## config.mk

```make
export PLATFORM = sky130hd
export DESIGN_NAME = fetch_stage_flat
export DESIGN_NICKNAME = d
export VERILOG_FILES = /design/src/rtl/cpu_pkg.sv /design/src/rtl/fetch_stage_if.sv /design/src/rtl/fetch_hold_buffer.sv /design/src/rtl/fetch_stage.sv /design/src/flat_wrapper.sv
export SDC_FILE = /design/constraint.sdc
export NUM_CORES = 1
export LEC_CHECK = 0
export BUFFER_PORTS_ARGS = -buffer_cell sky130_fd_sc_hd__buf_4
export CELL_PAD_IN_SITES_DETAIL_PLACEMENT = 1
export CELL_PAD_IN_SITES_GLOBAL_PLACEMENT = 2
export CORE_UTILIZATION = 33
export DETAILED_ROUTE_END_ITERATION = 10
export HOLD_SLACK_MARGIN = 0.12
export PLACE_DENSITY_LB_ADDON = 0.05
export SYNTH_ARGS = -nofsm -noshare
export SYNTH_HDL_FRONTEND = slang
export SYNTH_SLANG_ARGS = --single-unit
export TNS_END_PERCENT = 1
```

## constraint.sdc

```tcl
create_clock -name clk -period 7.5 [get_ports clk]
set_clock_uncertainty 0.1 [all_clocks]
set_input_delay 1.5 -clock clk [delete_from_list [all_inputs] [get_ports clk]]
set_output_delay 1.5 -clock clk [all_outputs]
set_load 0.05 [all_outputs]
```

## src/rtl/cpu_pkg.sv

```systemverilog
`default_nettype none
// ============================================================================
//  Module      : cpu_pkg
//  Description : Shared CPU definitions for the fetch stage: datapath width,
//                default reset PC, instruction word size, fetch FSM encoding
//                and a sequential-PC helper.
//  Ports       : none (package)
//  Revision    : 1.0 - initial release
// ============================================================================
package cpu_pkg;

    localparam int              XLEN             = 32;
    localparam logic [XLEN-1:0] DEFAULT_RESET_PC = 32'h0000_0000;
    localparam int              INSTR_WORD_BYTES = 4;

    // FETCH: request outstanding for PCF
    // DRAIN: stale request outstanding, its data is thrown away
    // HOLD : a fetched word is parked behind a decode stall
    typedef enum logic [1:0] {
        ST_FETCH = 2'd0,
        ST_DRAIN = 2'd1,
        ST_HOLD  = 2'd2
    } fetch_state_t;

    // Sequential successor; wraps modulo 2^XLEN.
    function automatic logic [XLEN-1:0] pc_plus_word(input logic [XLEN-1:0] pc);
        return pc + XLEN'(INSTR_WORD_BYTES);
    endfunction

endpackage
`default_nettype wire

```

## src/rtl/fetch_stage_if.sv

```systemverilog
`default_nettype none
// ============================================================================
//  Module      : fetch_stage_if
//  Description : Instruction-memory request/response bus.
//  Signals     : req   - fetch request
//                addr  - word address of the outstanding fetch
//                ready - data valid this cycle, completes the request
//                rdata - instruction word (valid with ready)
//  Modports    : master (fetch stage), slave (instruction memory)
//  Revision    : 1.0 - initial release
// ============================================================================
interface fetch_stage_if;
    import cpu_pkg::*;

    logic            req;
    logic [XLEN-1:0] addr;
    logic            ready;
    logic [XLEN-1:0] rdata;

    modport master (output req, addr, input  ready, rdata);
    modport slave  (input  req, addr, output ready, rdata);

endinterface
`default_nettype wire

```

## src/rtl/fetch_hold_buffer.sv

```systemverilog
`default_nettype none
// ============================================================================
//  Module      : fetch_hold_buffer
//  Description : One-entry skid register that parks a fetched instruction,
//                its PC and its prediction bit while decode is stalled.
//  Ports       : clk, reset       - clock, async active-high reset
//                load, clear      - capture new entry / drop entry
//                in_instr/in_pc/in_pred - entry contents to capture
//                instr/pc/pred/valid    - stored entry
//  Revision    : 1.0 - initial release
// ============================================================================
module fetch_hold_buffer
    import cpu_pkg::*;
(
    input  wire logic            clk,
    input  wire logic            reset,
    input  wire logic            load,
    input  wire logic            clear,
    input  wire logic [XLEN-1:0] in_instr,
    input  wire logic [XLEN-1:0] in_pc,
    input  wire logic            in_pred,
    output logic      [XLEN-1:0] instr,
    output logic      [XLEN-1:0] pc,
    output logic                 pred,
    output logic                 valid
);

    logic [XLEN-1:0] r_instr;
    logic [XLEN-1:0] r_pc;
    logic            r_pred;
    logic            r_valid;

    always_ff @(posedge clk or posedge reset) begin
        if (reset) begin
            r_instr <= '0;
            r_pc    <= '0;
            r_pred  <= 1'b0;
            r_valid <= 1'b0;
        end else if (load) begin
            r_instr <= in_instr;
            r_pc    <= in_pc;
            r_pred  <= in_pred;
            r_valid <= 1'b1;
        end else if (clear) begin
            r_valid <= 1'b0;
        end
    end

    assign instr = r_instr;
    assign pc    = r_pc;
    assign pred  = r_pred;
    assign valid = r_valid;

endmodule
`default_nettype wire

```

## src/rtl/fetch_stage.sv

```systemverilog
`default_nettype none
// ============================================================================
//  Module      : fetch_stage
//  Description : Instruction fetch stage with IF/ID pipeline register.
//                Next PC priority: Redirect > predicted-taken > PCF+4.
//                A redirect while a request is pending moves to DRAIN so the
//                stale response is consumed and discarded; a word that
//                returns under StallD is parked in a hold buffer.
//  Config      : FETCH_PREDICT_EN - when defined, PredPC/PredTaken steer the
//                next PC and PredTakenD follows PredTaken; otherwise they are
//                ignored and PredTakenD is 0.
//  Ports       : clk, reset (async, active high); imem (master bus);
//                PredPC/PredTaken, Redirect/RedirectPC, StallD in;
//                PCF, InstrD, PCD, PCPlus4D, ValidD, PredTakenD out.
//  Revision    : 1.0 - initial release
// ============================================================================
module fetch_stage
    import cpu_pkg::*;
#(
    parameter logic [XLEN-1:0] RESET_PC = DEFAULT_RESET_PC
) (
    input  wire logic            clk,
    input  wire logic            reset,
    fetch_stage_if.master        imem,
    input  wire logic [XLEN-1:0] PredPC,
    input  wire logic            PredTaken,
    input  wire logic            Redirect,
    input  wire logic [XLEN-1:0] RedirectPC,
    input  wire logic            StallD,
    output logic      [XLEN-1:0] PCF,
    output logic      [XLEN-1:0] InstrD,
    output logic      [XLEN-1:0] PCD,
    output logic      [XLEN-1:0] PCPlus4D,
    output logic                 ValidD,
    output logic                 PredTakenD
);

    fetch_state_t    r_state;
    fetch_state_t    w_state_next;
    logic [XLEN-1:0] r_pcf;
    logic [XLEN-1:0] r_drain_addr;
    logic [XLEN-1:0] r_instr_d;
    logic [XLEN-1:0] r_pc_d;
    logic            r_valid_d;
    logic            r_pred_d;

    logic [XLEN-1:0] w_buf_instr;
    logic [XLEN-1:0] w_buf_pc;
    logic            w_buf_pred;
    logic            w_buf_valid;

    logic            w_pred_live;
    logic            w_use_pred;
    logic [XLEN-1:0] w_next_pc;
    logic            w_deliver_fetch;
    logic            w_capture;
    logic            w_release;
    logic            w_buf_clear;

`ifdef FETCH_PREDICT_EN
    assign w_pred_live = PredTaken;
`else
    assign w_pred_live = 1'b0;
    logic  w_unused_pred;
    assign w_unused_pred = &{1'b0, PredTaken};
`endif

    // While holding, PCF is the parked PC, so the predictor target still
    // matches; only the taken bit is taken from the buffer.
    assign w_use_pred = (r_state == ST_HOLD) ? w_buf_pred : w_pred_live;
    assign w_next_pc  = w_use_pred ? PredPC : pc_plus_word(r_pcf);

    assign w_deliver_fetch = (r_state == ST_FETCH) && imem.ready && !StallD && !Redirect;
    assign w_capture       = (r_state == ST_FETCH) && imem.ready &&  StallD && !Redirect;
    assign w_release       = (r_state == ST_HOLD)  && w_buf_valid && !StallD && !Redirect;
    assign w_buf_clear     = (r_state == ST_HOLD)  && (Redirect || !StallD);

    fetch_hold_buffer u_hold_buffer (
        .clk      (clk),
        .reset    (reset),
        .load     (w_capture),
        .clear    (w_buf_clear),
        .in_instr (imem.rdata),
        .in_pc    (r_pcf),
        .in_pred  (w_pred_live),
        .instr    (w_buf_instr),
        .pc       (w_buf_pc),
        .pred     (w_buf_pred),
        .valid    (w_buf_valid)
    );

    // ---------------- FSM: state register ----------------
    always_ff @(posedge clk or posedge reset) begin
        if (reset) r_state <= ST_FETCH;
        else       r_state <= w_state_next;
    end

    // ---------------- FSM: next state ----------------
    always_comb begin
        w_state_next = r_state;
        case (r_state)
            ST_FETCH: begin
                if (Redirect)                    w_state_next = imem.ready ? ST_FETCH : ST_DRAIN;
                else if (imem.ready && StallD)   w_state_next = ST_HOLD;
            end
            ST_DRAIN: if (imem.ready)            w_state_next = ST_FETCH;
            ST_HOLD:  if (Redirect || !StallD)   w_state_next = ST_FETCH;
            default:                             w_state_next = ST_FETCH;
        endcase
    end

    // ---------------- FSM: outputs ----------------
    // In DRAIN the bus must keep presenting the abandoned address until it
    // completes, while PCF already holds the redirect target.
    always_comb begin
        imem.req  = !reset && (r_state != ST_HOLD);
        imem.addr = (r_state == ST_DRAIN) ? r_drain_addr : r_pcf;
    end

    // ---------------- PC registers ----------------
    always_ff @(posedge clk or posedge reset) begin
        if (reset) begin
            r_pcf        <= RESET_PC;
            r_drain_addr <= RESET_PC;
        end else begin
            if (Redirect)
                r_pcf <= RedirectPC;
            else if (w_deliver_fetch || w_release)
                r_pcf <= w_next_pc;
            if ((r_state == ST_FETCH) && Redirect && !imem.ready)
                r_drain_addr <= r_pcf;
        end
    end

    // ---------------- IF/ID register ----------------
    always_ff @(posedge clk or posedge reset) begin
        if (reset) begin
            r_instr_d <= '0;
            r_pc_d    <= '0;
            r_valid_d <= 1'b0;
            r_pred_d  <= 1'b0;
        end else if (Redirect) begin
            r_valid_d <= 1'b0;
        end else if (!StallD) begin
            if (w_deliver_fetch) begin
                r_instr_d <= imem.rdata;
                r_pc_d    <= r_pcf;
                r_pred_d  <= w_pred_live;
                r_valid_d <= 1'b1;
            end else if (w_release) begin
                r_instr_d <= w_buf_instr;
                r_pc_d    <= w_buf_pc;
                r_pred_d  <= w_buf_pred;
                r_valid_d <= 1'b1;
            end else begin
                r_valid_d <= 1'b0;
            end
        end
    end

    assign PCF        = r_pcf;
    assign InstrD     = r_instr_d;
    assign PCD        = r_pc_d;
    // A reset IF/ID register reads all zero, including PCPlus4D.
    assign PCPlus4D   = (r_valid_d || (r_pc_d != '0)) ? pc_plus_word(r_pc_d) : '0;
    assign ValidD     = r_valid_d;
    assign PredTakenD = r_pred_d;

endmodule
`default_nettype wire

```

## src/flat_wrapper.sv

```systemverilog
// flat-port wrapper written by rule: the top's interface ports become plain ports
module fetch_stage_flat import cpu_pkg::*;
#(
    parameter logic [XLEN-1:0] RESET_PC = DEFAULT_RESET_PC
)
  (clk, reset, PredPC, PredTaken, Redirect, RedirectPC, StallD, PCF, InstrD, PCD, PCPlus4D, ValidD, PredTakenD, imem_req, imem_addr, imem_ready, imem_rdata);
  fetch_stage_if imem_i ();
  input  wire logic clk;
  input  wire logic reset;
  input  wire logic [XLEN-1:0] PredPC;
  input  wire logic PredTaken;
  input  wire logic Redirect;
  input  wire logic [XLEN-1:0] RedirectPC;
  input  wire logic StallD;
  output logic      [XLEN-1:0] PCF;
  output logic      [XLEN-1:0] InstrD;
  output logic      [XLEN-1:0] PCD;
  output logic      [XLEN-1:0] PCPlus4D;
  output logic ValidD;
  output logic PredTakenD;
  output wire logic [$bits(imem_i.req)-1:0] imem_req;
  output wire logic [$bits(imem_i.addr)-1:0] imem_addr;
  input wire logic [$bits(imem_i.ready)-1:0] imem_ready;
  input wire logic [$bits(imem_i.rdata)-1:0] imem_rdata;
  assign imem_req = imem_i.req;
  assign imem_addr = imem_i.addr;
  assign imem_i.ready = imem_ready;
  assign imem_i.rdata = imem_rdata;
  fetch_stage #(.RESET_PC(RESET_PC)) u_core (.clk(clk), .reset(reset), .imem(imem_i), .PredPC(PredPC), .PredTaken(PredTaken), .Redirect(Redirect), .RedirectPC(RedirectPC), .StallD(StallD), .PCF(PCF), .InstrD(InstrD), .PCD(PCD), .PCPlus4D(PCPlus4D), .ValidD(ValidD), .PredTakenD(PredTakenD));
endmodule
```

==> run metrics, run 1 <==
vias in the first global route=between 7000 and 8000; Worst VDD drop=0.116 mV; crit-path cells=and3_1 -> nand4_1 -> nor4_1 -> xor2_1 -> buf_4; HP Class=reg -> reg; maxcap violations=0; library cells used by synthesis=51; Power Density=342 mW/mm2; # IOs=265; final wirelength=roughly 29000 um; top cell type's share of synthesized area=0.507; setup bufs post-CTS=0; hpwl dp=a little under 20000 um; TritonCTS clock tree=built; Final ANT Viol Nets=0; synthesis-to-finish area growth=27.2%; Crit path arrival time=2.69 ns; Period minus WS final=about 4.3 ns; register area share after synthesis=0.507; Pwr Total=4210 uW; Synth Instances=887; CP Max Fanout=10; Max Clk Rate=roughly 0.23 GHz; routed len/inst=19.6 um; row count=62; Filler cells=3160; Starting DRT DRC Count=approximately 410; Yosys reg bits=roughly 200; Starting Density=0.336; leading post-synthesis cells by cell area=dfrtp_1 51%, mux2_2 15%, mux2i_1 6.9%, nand2_1 4.4%, o21ai_0 4.1%; first-pass GRT wire length=about 46000 um; CP peak stage delay=around 0.56 ns; Die Y=173 um; Worst-path clk slew=0.07 ns; slew margin rel.=0.272; unrepaired setup endpoints after global routing=no; Post-synth top flop=dfrtp_1; Syn Nets=992; CTS resizes=0; Post-CTS Hold Buffers=0; area leader, netlist=dfrtp_1; Async S/R FF share, synth=1.00; outcome=finished, final reports clean; Setup TNS=0 ns; clk root buf=clkbuf_16; Overall Global Routing Usage=0.197; core region area=0.0288 mm2; leakage=0.00592 uW; CP Class=reg -> out; Detailed Routing Iterations Pass 1=4; Synth Cell Area=slightly below 0.01 mm2; routability cong.=0.757; Worst-Skew Late Latency=0.43 ns; DR vias=7491; fin nets=between 1000 and 1500; CTS Buf Count=17; Syn. warnings=0; DRC errors left=0; Final period util=0.573; ANT cells=0; Startpoint Class=register; H-tree depth=4; die footprint=0.0300 mm2; CP Capture Type=primary output; max-slew violations=0; Mapped Avg Cell Area=between 10 and 15 um2; Final setup viols=0; total congestion overflow=0; EDFF count, synth=0; initial antenna violation count=0; final hold vios=0; slowest CP cell=nand4_1; largest net degree at the start of global routing=135; fraction of layout cells with a size suffix above 1=0.370; via density per instance=a little over 5; Req. time, crit path=roughly 5.9 ns; Buffers on Ports=230; die width=173 um; Worst-Margin Slew=about 1.1 ns; maximum clock insertion buffer count=2; CTS sink cnt=slightly below 200
-- layout make-up --
cell class              instances  area, um2  share of cell area
inverters                      16       67.6             0.00549
clock inverters                12        154              0.0125
repair buffers                238       1790               0.145
multi-input cells             609       4470               0.363
flip-flops and latches        196       4900               0.398
well taps                     384        480              0.0390
clock buffers                  20        447              0.0363
-- stage by stage --
step | util | area [um2] | hold WS [ns] | setup slack (ns) | cells
6_report | 0.428 | 12300 | 0.381 | 3.21 | 1475
5_1_grt | 0.428 | 12300 | 0.394 | 2.97 | 1475
4_1_cts | 0.428 | 12300 | 0.389 | 3.14 | 1475
3_5_place_dp | 0.407 | 11700 | 0.371 | 3.38 | 1443
3_3_place_gp | 0.407 | 11700 | 0.361 | 3.40 | 1443
2_1_floorplan | - | 9680 | 0.350 | 0.559 | 887
-- report_power, final --
group	leakage [uW]	internal [uW]	switching, uW	total (uW)
registers	0.00241	1320	261	1580
clock network	0.000287	536	425	961
logic	0.00322	559	1110	1670
total	0.00592	2410	1800	4210
-- state kept, by name, indices dropped and copies added, names as in the netlist --
name	flops
u_core.PCD	32
u_core.r_state	2
u_core.u_hold_buffer.pc	32
u_core.PCF	32
u_core.InstrD	32
u_core.u_hold_buffer.valid	1
u_core.u_hold_buffer.instr	32
u_core.r_drain_addr	32
u_core.ValidD	1
-- cells in the final DEF, fill, tap and decap left out, types with 16 or more instances in the layout --
cell,count
dfrtp_1,196
nor2_1,16
mux2i_1,67
clkbuf_16,17
nand4_1,20
nand2_1,111
o21ai_0,79
buf_4,238
nand3_1,29
mux2_2,127
xor2_1,19
nor3_1,19
-- critical path, delay by kind of cell (launching register included) --
family | cells | cell delay [ns]
xor gates and xnor gates | 1 | 0.19
buffers and inverters | 1 | 0.22
DFF | 1 | 0.50
and+or+nand+nor | 3 | 1.35
-- routing by layer --
metal	track usage	part of all wire	vias up
met4	0.0435	0.0090	0
met5	0	0	-
li1	-	-	3562
met3	0.0360	0.039	15
met1	0.291	0.51	3738
met2	0.299	0.44	176
-- logic make-up after synthesis --
logic type | after synthesis | synth area share
and+or+nand+nor | 257 | 0.131
DFF | 196 | 0.507
xor gates and xnor gates | 32 | 0.0290
adders and majority gates | 3 | 0.00388
AOI/OAI and AO/OA | 122 | 0.0768
other | 1 | 0.000388
buffers and inverters | 82 | 0.0345
muxes | 194 | 0.217
-- final timing paths --
check / startpoint / end / slack [ns] / cells past startpoint
max: u_core.PCD[4] / PCPlus4D[27] / 3.21 / 5
min: u_core.u_hold_buffer.pc[31] / u_core.u_hold_buffer.pc[31] / 0.38 / 2
max reg2reg: u_core.r_state[1] / u_core.PCF[13] / 4.75 / 5
min reg2reg: u_core.u_hold_buffer.pc[31] / u_core.u_hold_buffer.pc[31] / 0.38 / 2
max in group asynchronous: reset / u_core.InstrD[26] / 4.58 / 3
min in group asynchronous: reset / u_core.r_drain_addr[16] / 1.16 / 2
-- synth_stat cells (13+ instances only) --
master / number
o21ai_0: 79
nor4_1: 15
xor2_1: 19
nor2_1: 16
nand4_1: 20
nand2_1: 113
mux2i_1: 67
mux2_2: 127
nand3_1: 30
dfrtp_1: 196
clkbuf_1: 40
xnor2_1: 13
nor3_1: 19
inv_1: 15
No activity file was read; power rests on OpenSTA's default activity.
==> inputs of run 2 (changes only) <==
==> constraint.sdc (replaced) <==
create_clock -name clk -period 4.2 [get_ports clk]
set_clock_uncertainty 0.1 [all_clocks]
set_input_delay 0.84 -clock clk [delete_from_list [all_inputs] [get_ports clk]]
set_output_delay 0.84 -clock clk [all_outputs]
set_load 0.05 [all_outputs]
==> run 2 against run 1 <==
Wire length grew 0.27%. Utilization grew 0.39 points. Die area unchanged. Via count rose by 0.41%. Combinational power is 80% higher. Critical path type unchanged. Largest power group unchanged. Highest routed layer unchanged.
==> run metrics, run 2 (same netlist as run 1, synthesis figures left out) <==
outcome=finished, final reports clean; reg2reg start=u_core.PCF[18]; Detailed Routing Iterations Pass 1=6; hpwl dp=20200 um; Sw Ratio=0.430; Worst-Skew Late Latency=around 0.43 ns; Final period util=0.866; net switching power=around 3200 uW; Final Util=0.432; synthesis-to-finish area growth=28.4%; WL met3=1310 um; fin nets=1193; Startpoint Class=register; clk root buf=clkbuf_16; leakage=0.00598 uW; final hold vios=0; Setup TNS=0 ns; Overall Global Routing Usage=0.199; Period minus WS final=3.64 ns; Final ANT Viol Nets=0; Power Density=about 610 mW/mm2; register share of total power=0.372; Starting Density=0.336; post-place setup slack=0.998 ns; clock share of power=0.230; unrepaired setup endpoints after global routing=no; initial antenna violation count=0; ANT cells=0; CTS sink cnt=about 200; Die Y=around 170 um; CTS resizes=0; maxcap violations=0; max-slew violations=0; largest net degree at the start of global routing=130; die footprint=0.0300 mm2; Filler cells=about 3200; vias in the first global route=7928; CP Max Fanout=10; final wirelength=about 29000 um; maximum clock insertion buffer count=2; Worst VDD drop=approximately 0.28 mV; via density per instance=~5; highest routed metal layer=met4; cell internal pwr=4310 uW; Final setup viols=0; TritonCTS clock tree=built; commonest non-fill, non-tap cells in the layout=245 x buf_4, 196 x dfrtp_1, 127 x mux2_2; Starting DRT DRC Count=~360; die width=173 um; H-tree depth=4; routed len/inst=19.6 um; Worst Slack Setup Final=0.564 ns; Req. time, crit path=3.26 ns; HP Class=reg -> reg; core region area=roughly 0.029 mm2; slew margin rel.=0.271; fraction of layout cells with a size suffix above 1=0.376; M1 WL=14100 um; CP Launch Point=u_core.PCD[4]; Worst-Margin Slew=1.09 ns; Pwr Total=between 7000 and 8000 uW; routability cong.=0.772; Buffers on Ports=230; DRC errors left=0; Post-CTS Hold Buffers=0; DR vias=7522; Crit path arrival time=~2.7 ns; CP Class=reg -> out; setup bufs post-CTS=0; first-pass GRT wire length=46800 um; commonest non-fill, non-tap cell in the layout=buf_4; total congestion overflow=0; Met2 Wirelength=13300 um; multi-input logic area=0.00447 mm2; CP Capture Type=primary output; CTS Buf Count=17; Worst-path clk slew=0.08 ns; power share of the combinational group=0.397; Max Clk Rate=roughly 0.28 GHz; row count=62; Register Area=0.00490 mm2; worst hold path startpoint=u_core.InstrD[3]; # IOs=265
==> run 2: cell count changes in the layout (fill, tap and decap cells not counted), sizes merged <==
cell	before	now
clkbuf	20	19
inv	17	19
clkinv	5	2
buf	238	248
clkinvlp	3	5
==> run 2: power by group through the flow <==
stage | logic [uW] | clock network, uW | registers [uW]
2_1_floorplan | 1390 | 0 | 3470
3_3_place_gp | 3010 | 0 | 2830
3_5_place_dp | 3040 | 0 | 2860
4_1_cts | 3040 | 1800 | 2820
5_1_grt | 3180 | 1870 | 2900
6_report | 3000 | 1740 | 2810
==> run 2: final cells by class <==
| cell class | count | area share |
|---|---|---|
| Clock buffer | 19 | 0.0348 |
| Timing Repair Buffer | 248 | 0.153 |
| Sequential cell | 196 | 0.395 |
| Tap cell | 384 | 0.0387 |
| Multi-Input combinational cell | 609 | 0.360 |
| Clock inverter | 13 | 0.0138 |
| Inverter | 16 | 0.00514 |
==> run 2: stage by stage <==
stage               hold WS [ns]  area, um2  std cells
floorplan                  0.350       9680        887
global placement           0.361      11800       1453
detailed placement         0.371      11800       1453
CTS                        0.387      12400       1485
global route               0.402      12400       1485
finish                     0.383      12400       1485
==> run 2: path summary, 6_finish.rpt <==
| kind | slack, ns | end | depth (start not counted) |
|---|---|---|---|
| min in group asynchronous | 0.40 | u_core.u_hold_buffer.valid | 2 |
| max in group asynchronous | 2.60 | u_core.u_hold_buffer.instr[16] | 3 |
| worst min-delay path | 0.38 | u_core.InstrD[3] | 2 |
| worst max-delay path | 0.56 | PCPlus4D[31] | 5 |
| worst min register to register | 0.38 | u_core.InstrD[3] | 2 |
| worst max register to register | 1.49 | u_core.PCF[24] | 4 |
==> run 2: critical path: stages (launching register included) <==
cell and delay, ns:
dfrtp_1 0.48, and3_1 0.31, nand4_1 0.58, nor4_1 0.48, xor2_1 0.18, buf_4 0.22
==> run 2: per-layer routing <==
metal | track usage | vias to the layer above
met1 | 0.284 | 3750
met2 | 0.308 | 176
met4 | 0.0406 | 0
met3 | 0.0445 | 16
met5 | 0 | -
li1 | - | 3580
==> inputs of run 3 (changes only) <==
--- a/config.mk
+++ b/config.mk
@@ -8,7 +8,7 @@
 export BUFFER_PORTS_ARGS = -buffer_cell sky130_fd_sc_hd__buf_4
 export CELL_PAD_IN_SITES_DETAIL_PLACEMENT = 1
 export CELL_PAD_IN_SITES_GLOBAL_PLACEMENT = 2
-export CORE_UTILIZATION = 33
+export CORE_UTILIZATION = 36
 export DETAILED_ROUTE_END_ITERATION = 10
 export HOLD_SLACK_MARGIN = 0.12
 export PLACE_DENSITY_LB_ADDON = 0.05
==> constraint.sdc (replaced) <==
create_clock -name clk -period 4.3 [get_ports clk]
set_clock_uncertainty 0.1 [all_clocks]
set_input_delay 0.86 -clock clk [delete_from_list [all_inputs] [get_ports clk]]
set_output_delay 0.86 -clock clk [all_outputs]
set_load 0.05 [all_outputs]
==> run 3 against run 2 <==
The run now ends with DRC left. Total power shrank 4.2%. Register-to-register slack gained 0.25 ns. Cell count shrank 3.4%. Clock-buffer cell count shrank 2. Utilization grew 4.0 points. Sequential cell count is the same. First-iteration DRC count grew 5.6%. Critical endpoint is now PCPlus4D[20].
==> run metrics, run 3 (same netlist as run 1, synthesis figures left out) <==
clk root buf=clkbuf_16; M2 GR Usage=0.322; commonest non-fill, non-tap cells in the layout=241 x buf_4, 196 x dfrtp_1, 127 x mux2_2; Setup TNS=0 ns; Max Clk Rate=~0.29 GHz; routability cong.=0.796; Final period util=0.809; HP Class=reg -> reg; die width=166 um; Worst Slack Setup Final=between 0.8 and 0.9 ns; CTS sink cnt=196; TritonCTS clock tree=built; slew margin rel.=0.321; setup bufs post-CTS=0; Worst VDD drop=0.193 mV; core region area=~0.026 mm2; Post-CTS Hold Buffers=0; CTS resizes=0; first-pass GRT wire length=45100 um; maxcap violations=0; DR vias=~7500; final hold vios=0; Final Cell Area=0.0124 mm2; Final setup viols=0; Power Density=586 mW/mm2; Final ANT Viol Nets=0; die footprint=approximately 0.028 mm2; Worst-path clk slew=0.08 ns; CTS Buf Count=17; fin nets=1192; final wirelength=28000 um; Worst-Margin Slew=roughly 1.0 ns; vias in the first global route=7696; synthesis-to-finish area growth=27.7%; failing checks=DRC; commonest non-fill, non-tap cell in the layout=buf_4; row count=59; DRC errors left=18; via density per instance=5.22; area post-placement=0.0118 mm2; initial antenna violation count=0; met3 usage=0.0338; # IOs=265; fraction of layout cells with a size suffix above 1=0.377; ANT cells=0; max-slew violations=0; Starting Density=0.369; total congestion overflow=0; Filler cells=2904; leakage=0.00598 uW; CP Max Fanout=9; multi-input logic area=0.00447 mm2; outcome=finished, violations left; routed len/inst=~20 um; GR peak layer=met2; largest net degree at the start of global routing=131; Crit path arrival time=around 2.5 ns; H-tree depth=4; CP Capture Type=primary output; Detailed Routing Iterations Pass 1=9; Overall Global Routing Usage=0.209; maximum clock insertion buffer count=2; unrepaired setup endpoints after global routing=no; hpwl dp=19800 um; Starting DRT DRC Count=379; Buffers on Ports=230; CP Class=reg -> out; Register Area=0.00490 mm2; Worst-Skew Late Latency=0.43 ns; post-place setup slack=1.22 ns; Die Y=between 150 and 200 um; met1 Use GR=0.308; Period minus WS final=3.48 ns; Worst R2R Setup Slack=between 1.5 and 2 ns; Req. time, crit path=3.34 ns; Startpoint Class=register
[run 3: per-stage QoR]
step,total power (uW),hold slack (ns),instances,util
floorplan,4740,0.350,887,-
global placement,5690,0.361,1403,0.450
detailed placement,5750,0.371,1403,0.450
CTS,7340,0.388,1435,0.472
global route,7610,0.395,1435,0.472
finish,7240,0.384,1435,0.472
[run 3: layout make-up]
cell class	count	share of cell area
inverter	16	0.00516
multi-input combinational	609	0.362
timing repair buffer	247	0.156
tap	335	0.0339
clock buffer	17	0.0344
clock inverter	15	0.0116
sequential	196	0.397
[run 3: routing by layer]
metal / routed length, um / vias to the layer above / part of all wire
li1: - / 3588 / -
met1: 13500 / 3725 / 0.48
met2: 12900 / 172 / 0.46
met3: 1490 / 4 / 0.053
met4: 80 / 0 / 0.0029
met5: 0 / - / 0
[run 3: path summary, 6_finish.rpt]
check                                        from                end  cells past startpoint
min in group asynchronous                   reset     u_core.PCF[14]                      2
worst max register to register     u_core.PCF[18]     u_core.PCF[24]                      4
worst max-delay path                u_core.PCD[2]       PCPlus4D[20]                      6
max in group asynchronous                   reset  u_core.InstrD[30]                      3
worst min-delay path            u_core.InstrD[16]  u_core.InstrD[16]                      2
worst min register to register  u_core.InstrD[16]  u_core.InstrD[16]                      2
[run 3: where the power goes]
group,total (uW),internal (uW),switching (uW)
clock,1560,774,789
sequential,2740,2290,446
combinational,2940,985,1950
total,7240,4050,3190
[run 3: worst max-delay path, cell delays in order (launching register included)]
cell and delay [ns]:
dfrtp_1 0.47, ha_1 0.25, and2_1 0.16, nand4_1 0.42
nor3_1 0.37, xor2_1 0.18, buf_4 0.23
